<file path="src/rtl/tremolo_pkg.sv">
// rtl/tremolo_pkg.sv - shared encodings, FSM states and quarter-wave sine table
package tremolo_pkg;

  typedef enum logic [1:0] {
    SHAPE_SINE = 2'd0,
    SHAPE_TRI  = 2'd1,
    SHAPE_SQR  = 2'd2,
    SHAPE_NONE = 2'd3
  } shape_e;

  typedef enum logic [2:0] {
    ST_IDLE,
    ST_LUT,
    ST_GAIN,
    ST_MAC,
    ST_DONE
  } state_e;

  localparam logic [15:0] GAIN_ONE = 16'hffff;
  localparam logic [15:0] LFO_MID  = 16'h8000;

  // Entry i = round(32767*sin(2*pi*i/1024)), evaluated with a Q30 Taylor series
  function automatic logic [4095:0] build_sine_tab();
    logic [4095:0] tab;
    longint x;
    longint term;
    longint sum;
    tab = '0;
    for (int i = 0; i < 256; i++) begin
      x    = (64'sd3373259426 * longint'(i)) / 64'sd512;
      term = x;
      sum  = x;
      for (int k = 1; k < 8; k++) begin
        term = (term * x) >>> 30;
        term = (term * x) >>> 30;
        term = -term / longint'((2 * k) * (2 * k + 1));
        sum  = sum + term;
      end
      tab[i*16 +: 16] = 16'((64'sd32767 * sum + 64'sd536870912) >>> 30);
    end
    return tab;
  endfunction

  localparam logic [4095:0] SINE_TAB = build_sine_tab();

endpackage

</file>
<file path="src/rtl/tremolo_sine_lut.sv">
// rtl/tremolo_sine_lut.sv - registered sine LFO from a quarter-wave table
module tremolo_sine_lut
  import tremolo_pkg::*;
(
  input  logic        clk,
  input  logic        rst,
  input  logic [9:0]  phase,
  output logic [15:0] lfo
);

  logic [1:0]  quad;
  logic [7:0]  idx;
  logic [8:0]  midx;
  logic [14:0] mag;

  assign quad = phase[9:8];
  assign idx  = phase[7:0];

  // Odd quadrants read the table backwards; index 256 is the peak, just past the table end
  always_comb begin
    midx = quad[0] ? (9'd256 - {1'b0, idx}) : {1'b0, idx};
    mag  = midx[8] ? 15'h7fff : SINE_TAB[{midx[7:0], 4'b0000} +: 15];
  end

  always_ff @(posedge clk or posedge rst) begin
    if (rst) begin
      lfo <= '0;
    end else if (quad[1]) begin
      lfo <= LFO_MID - {1'b0, mag};
    end else begin
      lfo <= LFO_MID + {1'b0, mag};
    end
  end

endmodule

</file>
<file path="src/rtl/tremolo_multi.sv">
// rtl/tremolo_multi.sv - multi-channel tremolo with frame-rate LFO and one shared multiplier
module tremolo_multi
  import tremolo_pkg::*;
#(
  parameter int DATA_WIDTH = 16,
  parameter int NUM_CH     = 2,
  parameter int PHASE_W    = 24
) (
  input  logic                         clk,
  input  logic                         rst,
  input  logic                         sample_valid,
  input  logic [NUM_CH*DATA_WIDTH-1:0] audio_in,
  input  logic [PHASE_W-1:0]           fcw,
  input  logic [7:0]                   depth,
  input  logic [1:0]                   shape,
  input  logic                         bypass,
  input  logic                         overrun_clr,
  output logic [NUM_CH*DATA_WIDTH-1:0] audio_out,
  output logic                         out_valid,
  output logic                         busy,
  output logic                         overrun,
  output logic [15:0]                  lfo_dbg
);

  localparam int CH_W  = (NUM_CH > 1) ? $clog2(NUM_CH) : 1;
  localparam int BUS_W = NUM_CH * DATA_WIDTH;

  state_e                       state;
  state_e                       state_nxt;
  logic                         accept;
  logic                         last_ch;
  logic [BUS_W-1:0]             x_lat;
  logic [7:0]                   depth_lat;
  shape_e                       shape_lat;
  logic                         bypass_lat;
  logic [PHASE_W-1:0]           phase;
  logic [16:0]                  ptop;
  logic [16:0]                  plat;
  logic [15:0]                  sine_lfo;
  logic [15:0]                  lfo_sel;
  logic [15:0]                  inv;
  logic [15:0]                  mod_amt;
  logic [7:0]                   mod_lsb_unused;
  logic [15:0]                  gain;
  logic [15:0]                  gain_nxt;
  logic [CH_W-1:0]              ch;
  logic signed [DATA_WIDTH-1:0] x_ch;
  logic signed [DATA_WIDTH-1:0] y;
  logic [15:0]                  frac_unused;
  logic signed [DATA_WIDTH+15:0] x_ext;
  logic signed [DATA_WIDTH+15:0] g_ext;

  // Only the top 17 phase bits ever shape the LFO; narrow accumulators are left-aligned
  if (PHASE_W >= 17) begin : g_ptop_wide
    assign ptop = phase[PHASE_W-1 -: 17];
  end else begin : g_ptop_narrow
    assign ptop = {phase, {(17-PHASE_W){1'b0}}};
  end

  assign accept  = (state == ST_IDLE) && sample_valid;
  assign last_ch = (ch == CH_W'(NUM_CH - 1));

  tremolo_sine_lut u_sine (
    .clk   (clk),
    .rst   (rst),
    .phase (plat[16:7]),
    .lfo   (sine_lfo)
  );

  always_ff @(posedge clk or posedge rst) begin
    if (rst) begin
      state <= ST_IDLE;
    end else begin
      state <= state_nxt;
    end
  end

  always_comb begin
    state_nxt = state;
    case (state)
      ST_IDLE: if (sample_valid) state_nxt = ST_LUT;
      ST_LUT:  state_nxt = ST_GAIN;
      ST_GAIN: state_nxt = ST_MAC;
      ST_MAC:  if (last_ch) state_nxt = ST_DONE;
      ST_DONE: state_nxt = ST_IDLE;
      default: state_nxt = ST_IDLE;
    endcase
  end

  always_comb begin
    busy      = (state == ST_LUT) || (state == ST_GAIN) || (state == ST_MAC);
    out_valid = (state == ST_DONE);
  end

  always_comb begin
    case (shape_lat)
      SHAPE_SINE: lfo_sel = sine_lfo;
      SHAPE_TRI:  lfo_sel = plat[16] ? ~plat[15:0] : plat[15:0];
      SHAPE_SQR:  lfo_sel = plat[16] ? 16'h0000 : 16'hffff;
      default:    lfo_sel = GAIN_ONE;
    endcase
    inv                       = GAIN_ONE - lfo_sel;
    {mod_amt, mod_lsb_unused} = {8'd0, inv} * {16'd0, depth_lat};
    gain_nxt                  = bypass_lat ? GAIN_ONE : (GAIN_ONE - mod_amt);
  end

  // Gain is always non-negative, so the product is floor(x*gain/2^16) and never grows
  always_comb begin
    x_ch = '0;
    for (int i = 0; i < NUM_CH; i++) begin
      if (ch == CH_W'(i)) x_ch = x_lat[i*DATA_WIDTH +: DATA_WIDTH];
    end
    x_ext              = {{16{x_ch[DATA_WIDTH-1]}}, x_ch};
    g_ext              = {{DATA_WIDTH{1'b0}}, gain};
    {y, frac_unused}   = x_ext * g_ext;
  end

  always_ff @(posedge clk or posedge rst) begin
    if (rst) begin
      x_lat      <= '0;
      depth_lat  <= '0;
      shape_lat  <= SHAPE_SINE;
      bypass_lat <= 1'b0;
      phase      <= '0;
      plat       <= '0;
      gain       <= '0;
      lfo_dbg    <= '0;
      ch         <= '0;
      audio_out  <= '0;
    end else begin
      if (accept) begin
        x_lat      <= audio_in;
        depth_lat  <= depth;
        shape_lat  <= shape_e'(shape);
        bypass_lat <= bypass;
        plat       <= ptop;
        phase      <= phase + fcw;
      end
      if (state == ST_GAIN) begin
        gain    <= gain_nxt;
        lfo_dbg <= lfo_sel;
        ch      <= '0;
      end
      if (state == ST_MAC) begin
        for (int i = 0; i < NUM_CH; i++) begin
          if (ch == CH_W'(i)) audio_out[i*DATA_WIDTH +: DATA_WIDTH] <= bypass_lat ? x_ch : y;
        end
        ch <= ch + 1'b1;
      end
    end
  end

  // A dropped frame in the same cycle as a clear must still leave the flag set
  always_ff @(posedge clk or posedge rst) begin
    if (rst) begin
      overrun <= 1'b0;
    end else if (sample_valid && (state != ST_IDLE)) begin
      overrun <= 1'b1;
    end else if (overrun_clr) begin
      overrun <= 1'b0;
    end
  end

endmodule

</file>
<file path="config.mk">
export PLATFORM = sky130hd
export DESIGN_NAME = tremolo_multi
export DESIGN_NICKNAME = d
export VERILOG_FILES = /design/src/rtl/tremolo_pkg.sv /design/src/rtl/tremolo_sine_lut.sv /design/src/rtl/tremolo_multi.sv
export SDC_FILE = /design/constraint.sdc
export NUM_CORES = 1
export LEC_CHECK = 0
export ABC_AREA = 1
export CORE_ASPECT_RATIO = 0.5
export CORE_MARGIN = 2
export CORE_UTILIZATION = 68
export DETAILED_ROUTE_END_ITERATION = 12
export PLACE_DENSITY = 0.86
export SYNTH_ARGS = -nofsm -noshare
export SYNTH_HDL_FRONTEND = slang
export SYNTH_SLANG_ARGS = --single-unit
</file>
<file path="constraint.sdc">
create_clock -name clk -period 17 [get_ports clk]
set_input_delay 3.4 -clock clk [delete_from_list [all_inputs] [get_ports clk]]
set_output_delay 3.4 -clock clk [all_outputs]
set_load 0.05 [all_outputs]
</file>
==> results.txt <==
- The run finished with clean final reports.
- Max Slew Vio Count: 0
- Relative to the synthesized area, the layout overhead comes to 8.25%.
- Residual antenna-violating net count after detailed routing: 0
- The total overflow left after global routing is 0.
- Core region area: 36000 um2
- The floorplan step defined a die boundary enclosing 38300 um2.
* Drt pass-1 iters: 9
* CTS tree: done
- The tightest min-delay check is of the reg2reg type.
* Most used DFF post-synth: dfrtp_1
- OpenSTA, run right after detailed placement, puts the worst setup slack at 9.61 ns.
* Layout Skew: 0.0157 ns
- Hold timing on the final database bottoms out at a slack of 0.484 ns.
- Detailed routing inserted a total of 26100 vias.
* Fin nets: 4195
- The layer flagged by global routing as most heavily used is met2.
* Met1 track demand over resource: 54.6%
- H-Tree Depth: 4
- Global-route wire length before repair: 139 mm
- For this design, the CTS-stage hold fixing added 0 buffers.
* Number of core rows: 49
* Signal arrival time at the worst endpoint: 7.87 ns
* GRT met3 Usage: 12.0%
* Met2 usage: 76.6%
- Top-level port count: 122
- Fraction of synthesized cell area taken by the top area cell type: 22.2%
- Net count after synthesis: 4163
- Once routing completed, OpenROAD measured the worst setup slack at 9.43 ns.
- Of the cells placed in the final design, the portion with a size suffix greater than 1 is 3.03%.
- Routed wire per std cell: 21.5 um
- In this run the clock root is driven by a clkbuf_16.
* Flip-flop and latch count after synthesis: 169
- During synthesis, Yosys emitted a total of 0 warnings.
- After legalization and detailed placement, the total HPWL measured 65.2 mm.
- Counting every sink on the clock net gives 169.
- Port Buf Inserts: 121
- Library cells used by synthesis: 48
- Measured along the x axis, the die boundary spans 275 um.
* Slew @ Worst Pin: 1.28 ns
* DRT Wirelength: 89.2 mm
- At the worst endpoint, the required time is 17.31 ns.
- The total count of hold-check failures in the final report came to 0.
* Count of final setup violators: 0
- Period minus WS final: 7.57 ns
- In the synthesized netlist, the number of instances is 3618.
* Register clock-pin slew on the reported worst setup and hold paths: 0.07 ns
* Synthesized cell area: 24900 um2
* Startpoint types: flop
- Max Buffers Root-to-Sink: 2
* Share of synthesized area occupied by flip-flops and latches: 17.0%
* Setup repair after global routing missed its margin: false
- Counting flops with a built-in enable in the synthesized netlist gives 0.
* Final GP Congestion: 1.05
* Per-instance average area after synthesis: 6.89 um2
- For the final routed database, the setup TNS stands at 0 ns.
- Kind of critical path: reg2reg
- Largest driver fanout on the critical path: 29
- Number of antenna violations at the first check in global routing: 4
- Entering global routing, the biggest net connects 89 pins.
- Synth cell count leaders: nand2_1, inv_1, nor2_1
- Across the run, the number of max-cap violations was 0.
* Biggest area contributors in the synthesized netlist: fa_1, nand2_1, dfrtp_1
* Insertion delay of the later-clocked pin in the worst-skew pair: 0.46 ns
* Asr flop ratio synth: 100%
* First DRT Iteration DRCs: 3589
* Dominant cell by count in the synthesized netlist: nand2_1
* Number of resized instances in the post-cts repair step: 0
- Slew Limit Headroom: 14.5%
* Total track usage: 47.0%
* Number of buffers inserted during clock tree synthesis: 17
- Peak Freq: 132 MHz
- Tcrit/Tclk final: 44.5%
- The number of global-route vias before repair was 26300.
- Via count normalized by instance count: 6.28
- Starting Density: 69.2%
- In this run the vertical extent of the chip is 139 um.
* Synth area leader: fa_1
- Buffers added to address setup during post-CTS repair amount to 0.
- Crit end category: flop
* Post-route DRC violation count: 0
==> state kept, by name (all words and copies together) (netlist names) <==
name	count
audio_out	32
bypass_lat	1
ch	1
depth_lat	8
gain	16
lfo_dbg	16
overrun	1
phase	24
plat	17
shape_lat	2
state	3
u_sine.lfo	16
x_lat	32
==> placed cells by master (no fill, tap or decap), drive strengths merged, types with 2 or more instances in the layout <==
cell           instances
a31oi                 10
o21ai                193
diode                  4
a21oi                124
nor3                   7
o221ai                 2
nand2               1155
nand3b                10
or2                   14
clkinv                13
clkdlybuf4s50        121
nor2                 359
bufinv                 3
nor4                   5
xnor2                 20
o211ai                13
ha                   197
o21bai                 3
dfrtp                169
a21boi                 4
nand4                 21
a21o                   9
nand3                278
fa                   277
o22ai                  7
inv                  562
xor2                  21
clkbuf                19
o21a                   8
o31ai                  3
buf                   28
==> final timing paths <==
check                         start             end  slack, ns  cells after the start
max in group asynchronous       rst  u_sine.lfo[11]      12.00                      3
setup reg to reg                 ch    audio_out[8]       9.43                     25
min in group asynchronous       rst       x_lat[26]       3.48                      2
hold reg to reg            x_lat[8]        x_lat[8]       0.48                      2
hold / removal             x_lat[8]        x_lat[8]       0.48                      2
setup / recovery                 ch    audio_out[8]       9.43                     25
==> per-stage QoR <==
stage / cells / area (um2) / utilization, %
after CTS: 4147 / 27000 / 74.9
final: 4151 / 27000 / 74.9
after detailed placement: 4115 / 26400 / 73.1
after global routing: 4151 / 27000 / 74.9
after global placement: 4115 / 26400 / 73.1
after floorplan: 3618 / 24900 / -
==> cells by family (layout without fill, tap and decap cells) <==
logic type / count (synthesis) / count (layout) / share of synthesized area [%]
other: 0 / 4 / 0
buffers and inverters: 702 / 747 / 11.0
AND/OR/NAND/NOR: 1850 / 1850 / 30.1
flip-flops: 169 / 169 / 17.0
AO/OA/AOI/OAI: 382 / 382 / 8.33
XOR/XNOR: 41 / 41 / 1.44
adder cells (fa/ha/maj): 474 / 474 / 32.1
==> worst max-delay path, stage by stage (launching register included) <==
cell and delay [ns]:
dfrtp_1 0.98, inv_1 0.30, or2_2 0.36, nand2_1 0.29, inv_1 0.30, nand2_1 0.17
fa_1 0.46, fa_1 0.52, fa_1 0.52, inv_1 0.05, fa_1 0.49, fa_1 0.49
inv_1 0.05, fa_1 0.52, inv_1 0.07, ha_1 0.32, a21oi_1 0.14, inv_1 0.07
a31oi_1 0.19, o21ai_0 0.11, a21oi_1 0.16, nand2_1 0.13, a21o_1 0.19, or2_2 0.27
a31oi_1 0.16, o21ai_0 0.10
==> per-layer routing <==
metal	wire length, um	part of all wire (%)
met1	30300	34
met2	41000	46
met3	10300	12
met4	7590	8.5
met5	0	0
==> layout make-up <==
type,instances,area (um2)
Multi-Input combinational cell,2747,18000
Fill cell,2666,9050
Sequential cell,169,4230
Inverter,566,2130
Timing Repair Buffer,149,1420
Tap cell,484,606
Clock buffer,19,443
Clock inverter,13,183
Antenna cell,4,10.0
Power is not shown: default switching activity piles up to over one toggle a cycle in this logic, so the estimate is an artifact.
